## src/rtl/cpu_pkg.sv

```systemverilog
// Shared RV32I core definitions: default widths, reset PC and the fetch payload.
package cpu_pkg;

    localparam int unsigned DEF_PC_W     = 14;
    localparam int unsigned DEF_XLEN     = 32;
    localparam int unsigned DEF_RESET_PC = 0;

    typedef struct packed {
        logic [DEF_PC_W-1:0] pc;
        logic [DEF_XLEN-1:0] instr;
    } fetch_entry_t;

endpackage

```

## src/rtl/sync_fifo.sv

```systemverilog
// Power-of-two synchronous FIFO with synchronous flush and combinational head read.
module sync_fifo #(
    parameter int unsigned WIDTH = 8,
    parameter int unsigned DEPTH = 4
) (
    input  logic                       clk,
    input  logic                       rst_n,
    input  logic                       flush,
    input  logic                       push,
    input  logic [WIDTH-1:0]           wdata,
    input  logic                       pop,
    output logic [WIDTH-1:0]           rdata,
    output logic [$clog2(DEPTH+1)-1:0] count,
    output logic                       empty
);

    localparam int unsigned AW = $clog2(DEPTH);
    localparam int unsigned CW = $clog2(DEPTH+1);

    logic [WIDTH-1:0] mem [DEPTH];
    logic [AW-1:0]    rd_ptr;
    logic [AW-1:0]    wr_ptr;
    logic             full;
    logic             do_push;
    logic             do_pop;

    assign empty   = (count == '0);
    assign full    = (count == CW'(DEPTH));
    assign do_pop  = pop && !empty;
    assign do_push = push && (!full || do_pop);
    assign rdata   = mem[rd_ptr];

    // Pointers and occupancy; flush overrides any concurrent push or pop.
    always_ff @(posedge clk or negedge rst_n) begin
        if (!rst_n) begin
            rd_ptr <= '0;
            wr_ptr <= '0;
            count  <= '0;
        end else if (flush) begin
            rd_ptr <= '0;
            wr_ptr <= '0;
            count  <= '0;
        end else begin
            if (do_push) wr_ptr <= wr_ptr + AW'(1);
            if (do_pop)  rd_ptr <= rd_ptr + AW'(1);
            count <= count + CW'(do_push) - CW'(do_pop);
        end
    end

    // Storage is cleared on reset so the head reads as zero out of reset.
    always_ff @(posedge clk or negedge rst_n) begin
        if (!rst_n) begin
            for (int i = 0; i < int'(DEPTH); i++) mem[i] <= '0;
        end else if (do_push && !flush) begin
            mem[wr_ptr] <= wdata;
        end
    end

endmodule

```

## src/rtl/if_fetch_unit.sv

```systemverilog
// Instruction-fetch stage: credit-based IM issue, single in-flight tracker and
// a prefetch queue handing {pc, instr} to decode; EXE redirects flush everything.
module if_fetch_unit
    import cpu_pkg::*;
#(
    parameter int unsigned     PC_W     = DEF_PC_W,
    parameter int unsigned     XLEN     = DEF_XLEN,
    parameter int unsigned     DEPTH    = 4,
    parameter logic [PC_W-1:0] RESET_PC = PC_W'(DEF_RESET_PC)
) (
    input  logic                       clk,
    input  logic                       rst,
    output logic [PC_W-1:0]            im_addr,
    output logic                       im_req,
    input  logic [XLEN-1:0]            im_rdata,
    input  logic                       redirect_valid,
    input  logic [PC_W-1:0]            redirect_pc,
    output logic                       id_valid,
    input  logic                       id_ready,
    output logic [XLEN-1:0]            id_instr,
    output logic [PC_W-1:0]            id_pc,
    output logic [$clog2(DEPTH+1)-1:0] q_level
);

    localparam int unsigned CW = $clog2(DEPTH+1);
    localparam int unsigned EW = PC_W + XLEN;

    logic [PC_W-1:0] fetch_pc;
    logic [PC_W-1:0] inflight_pc;
    logic            inflight;
    logic [EW-1:0]   head;
    logic [CW-1:0]   count;
    logic            queue_empty;
    logic            pop;
    logic            push;
    logic            issue;
    logic [CW:0]     credit_used;

    // Slots already spoken for: queued entries plus the outstanding response,
    // minus the one leaving this cycle. Issuing only below DEPTH guarantees room.
    assign pop         = id_valid && id_ready;
    assign credit_used = (CW+1)'(count) + (CW+1)'(inflight) - (CW+1)'(pop);
    assign issue       = rst && !redirect_valid && (credit_used < (CW+1)'(DEPTH));
    assign push        = inflight && !redirect_valid;

    assign im_req   = issue;
    assign im_addr  = fetch_pc;
    assign id_valid = !queue_empty;
    assign id_pc    = head[EW-1:XLEN];
    assign id_instr = head[XLEN-1:0];
    assign q_level  = count;

    sync_fifo #(
        .WIDTH (EW),
        .DEPTH (DEPTH)
    ) u_queue (
        .clk   (clk),
        .rst_n (rst),
        .flush (redirect_valid),
        .push  (push),
        .wdata ({inflight_pc, im_rdata}),
        .pop   (pop),
        .rdata (head),
        .count (count),
        .empty (queue_empty)
    );

    // Fetch PC and in-flight tracker; a redirect drops the arriving response.
    always_ff @(posedge clk or negedge rst) begin
        if (!rst) begin
            fetch_pc    <= RESET_PC;
            inflight    <= 1'b0;
            inflight_pc <= '0;
        end else if (redirect_valid) begin
            fetch_pc <= redirect_pc;
            inflight <= 1'b0;
        end else begin
            inflight <= issue;
            if (issue) begin
                inflight_pc <= fetch_pc;
                fetch_pc    <= fetch_pc + PC_W'(1);
            end
        end
    end

endmodule
```

## config.mk

```make
export PLATFORM = sky130hd
export DESIGN_NAME = if_fetch_unit
export DESIGN_NICKNAME = d
export VERILOG_FILES = /design/src/rtl/cpu_pkg.sv /design/src/rtl/sync_fifo.sv /design/src/rtl/if_fetch_unit.sv
export SDC_FILE = /design/constraint.sdc
export NUM_CORES = 1
export LEC_CHECK = 0
export CORE_ASPECT_RATIO = 0.5
export CORE_MARGIN = 5
export CORE_UTILIZATION = 56
export CTS_BUF_LIST = sky130_fd_sc_hd__clkbuf_8 sky130_fd_sc_hd__clkbuf_16
export DETAILED_ROUTE_END_ITERATION = 10
export GPL_TIMING_DRIVEN = 1
export PLACE_DENSITY_LB_ADDON = 0.1
export SLEW_MARGIN = 40
export SYNTH_ARGS = -nofsm -noshare
export SYNTH_HDL_FRONTEND = slang
export SYNTH_SLANG_ARGS = --single-unit
export TNS_END_PERCENT = 50
```

## constraint.sdc

```tcl
create_clock -name clk -period 3.4 [get_ports clk]
set_input_delay 0.51 -clock clk [delete_from_list [all_inputs] [get_ports clk]]
set_output_delay 0.51 -clock clk [all_outputs]
set_load 0.01 [all_outputs]
```

==> impl_metrics.tcl <==
set metrics [dict create \
    path_max_fanout 5 \
    finalCriticalPeriod_ps 3270 \
    finalHoldViolations 0 \
    tns_ps 0 \
    cap_violations 0 \
    cpMostUsedCell "ha_1" \
    clkTransAtPathRegs_ps 70 \
    crit_path_end_kind "output port" \
    maxSlewViolCount 0 \
    cts_num_sinks 220 \
    finClkSkew_ps 9.72 \
    die_area_um2 20300 \
    clock_path_buffers 3 \
    drc 0 \
    vdd_drop_max_uv 382 \
    synthFlopType "dfrtp_1" \
    crit_type "reg -> out" \
    cpPeakStageDelay_ps 450 \
    grt_pass1_vias 6112 \
    syn_area_per_cell_um2 15.9 \
    coreArea_um2 17200 \
    root_buffer "clkbuf_16" \
    ys_seq_area_share_pct 56.4 \
    vias 5570 \
    dr.pass1.iters 6 \
    synth-async-reset-ratio_pct 100 \
    drive_gt1_share_pct 37.8 \
    critPathArrivalTime_ps 2760 \
    postRouteAntennaNets 0 \
    grt_max_degree 163 \
    synth_commonest_cells "dfrtp_1 (220), mux2_2 (173), mux4_2 (46), mux2_1 (28), buf_2 (22)" \
    routed_wl_um 20200 \
    hpwl_um 12800 \
    p_per_area_nw_per_um2 754 \
    rsz0062_at_grt "no" \
    portBuffers 114 \
    antenna_found_initial 0 \
    synth_edf_count 0 \
    setup_viol 0 \
    crit_path_cell_trace "or3_1, and2_1, ha_1, inv_1, ha_1, nand3b_1, and4_1, o21a_1, clkdlybuf4s15_1" \
    cts_buffers 20 \
    start_util_pct 56.6 \
    critPathTopFamily "simple AND/OR/NAND/NOR gates" \
    critPathBufInv 2 \
    synth_seq_cells 220 \
    hp-class "in -> async" \
    cts_tree "done" \
    via_per_inst 5.65 \
    finalNetCount 798 \
    syn_nets 674 \
    initialDrtViolationCount 288 \
    wire_per_inst_um 20.5 \
    cp.required_ps 2890 \
    grt_pass1_wl_um 33300 \
    gr-usage-all-layers_pct 20.7 \
    num-fill-cells 1166 \
    synth_top_cell_area_share_pct 56.4 \
    clock_latency_ps 490 \
    syn2layout_area_growth_pct 22.7 \
    worstMarginPinSlew_ps 651 \
    yosys-top-cells-area "dfrtp_1 (56%), mux2_2 (20%), mux4_2 (11%)" \
    worstSetupStartpointType "flop" \
    die_w_um 197 \
    routabilityCongestion 0.769 \
    die_h_um 103 \
    p_leak_uw 0.00556 \
    status "finished clean" \
    boundaryPins 115 \
    max_slew_margin_pct 56.6 \
    synth_most_common_cell "dfrtp_1" \
    yosysTopAreaCell "dfrtp_1" \
    period_share_pct 96.0 \
    antenna_cells 0 \
    yosysUniqueCellTypes 40 \
    yosysWarningCount 0 \
    synth_area_um2 9760 \
    postSynthCellCount 614 \
    cp_slowest_cell "dfrtp_2" \
    clock.fmax_ghz 0.306 \
    fin_util_pct 69.5 \
    htree_levels 1 \
    grt.overflow.total 0 \
    rows 34 \
]
==> layout by cell type (no fill, tap or decap), types with 3 or more instances in the layout <==
| cell type | count |
|---|---|
| dfrtp_1 | 216 |
| clkdlybuf4s50_1 | 112 |
| nand2_1 | 13 |
| mux2_1 | 28 |
| xor2_1 | 10 |
| xnor2_1 | 7 |
| clkbuf_16 | 21 |
| dfrtp_2 | 3 |
| o211ai_1 | 5 |
| nor2b_1 | 3 |
| o21ai_0 | 13 |
| inv_1 | 16 |
| ha_1 | 9 |
| nor2_1 | 10 |
| mux4_2 | 46 |
| buf_4 | 13 |
| clkbuf_8 | 6 |
| buf_12 | 7 |
| mux2_2 | 173 |
| nand2_4 | 4 |
==> where the power goes <==
part | switching [uW] | total (uW) | internal [uW]
sequential | 465 | 3690 | 3220
combinational | 1150 | 3100 | 1950
clock | 935 | 2240 | 1300
total | 2550 | 9030 | 6480
==> area by class of cell <==
cell class / instances / area [um^2] / area share [%]
clock inverters: 9 / 65.1 / 0.543
multi-input cells: 349 / 4050 / 33.8
inverters: 11 / 41.3 / 0.345
flip-flops and latches: 220 / 5510 / 46.0
clock buffers: 26 / 594 / 4.96
well taps: 234 / 293 / 2.45
repair buffers: 136 / 1420 / 11.9
==> cells by family (layout without fill, tap and decap cells) <==
family          Yosys count  in the layout  synth area share (%)
mux                     248            248                  33.9
flops                   220            220                  56.4
simple gates             47             47                  2.86
buf+inv                  45            182                  2.09
compound gates           27             27                  1.81
xor+xnor                 17             17                  1.53
fa+ha+maj                10             10                  1.36
==> through the flow <==
stage / setup slack [ps] / hold WS, ps / instance area [um^2] / cells / power [uW]
after floorplan: 567 / 214 / 9760 / 614 / 5400
after global placement: 122 / 368 / 11300 / 947 / 6780
after detailed placement: 94.9 / 368 / 11300 / 947 / 6870
after CTS: 94.7 / 441 / 11900 / 983 / 9140
after global routing: 21.5 / 441 / 12000 / 985 / 9520
final: 135 / 457 / 12000 / 985 / 9030
==> sequential cells by signal, summed over array words and instances (netlist names) <==
register        cells
u_queue.wr_ptr      2
im_addr            14
inflight_pc        14
u_queue.count       3
u_queue.rd_ptr      2
inflight            1
u_queue.mem       184
==> path summary, 6_finish.rpt <==
path | cells after the start | startpoint | slack (ps) | to
setup / recovery | 9 | u_queue.count[2]$_DFF_PN0_ | 130 | im_req
hold / removal | 2 | rst | 460 | im_addr[8]$_DFFE_PN0P_
setup reg to reg | 11 | u_queue.count[2]$_DFF_PN0_ | 590 | im_addr[13]$_DFFE_PN0P_
hold reg to reg | 1 | u_queue.mem[43]$_DFFE_PN0P_ | 490 | u_queue.mem[43]$_DFFE_PN0P_
max in group asynchronous | 4 | rst | 1850 | u_queue.mem[148]$_DFFE_PN0P_
min in group clk | 1 | u_queue.mem[43]$_DFFE_PN0P_ | 490 | u_queue.mem[43]$_DFFE_PN0P_
==> worst register-to-register path, stage by stage, from the launching register on <==
cell      delay (ps)
dfrtp_2          450
or3_1            370
and2_1           190
ha_1             220
inv_1             80
ha_1             220
nand3b_1         120
and4_1           220
buf_4            190
o21ai_0          150
or3_1            390
a31oi_1          150
==> per-layer routing <==
metal | share of wire [%] | track usage, % | up-vias | wire length [um]
met1 | 48 | 29.9 | 2959 | 9660
met2 | 47 | 33.5 | 95 | 9490
met5 | 0 | 0 | - | 0
met3 | 4.4 | 4.47 | 14 | 881
li1 | - | - | 2502 | -
met4 | 0.84 | 4.05 | 0 | 170
==> what timing repair did <==
action	in CTS	in global routing
buffers inserted	0	1
hold buffers	1	0
endpoints found under the setup margin	1	1
resized for setup	3	1
endpoints found under the hold margin	6	0
Power figures use the tool's default switching activity.
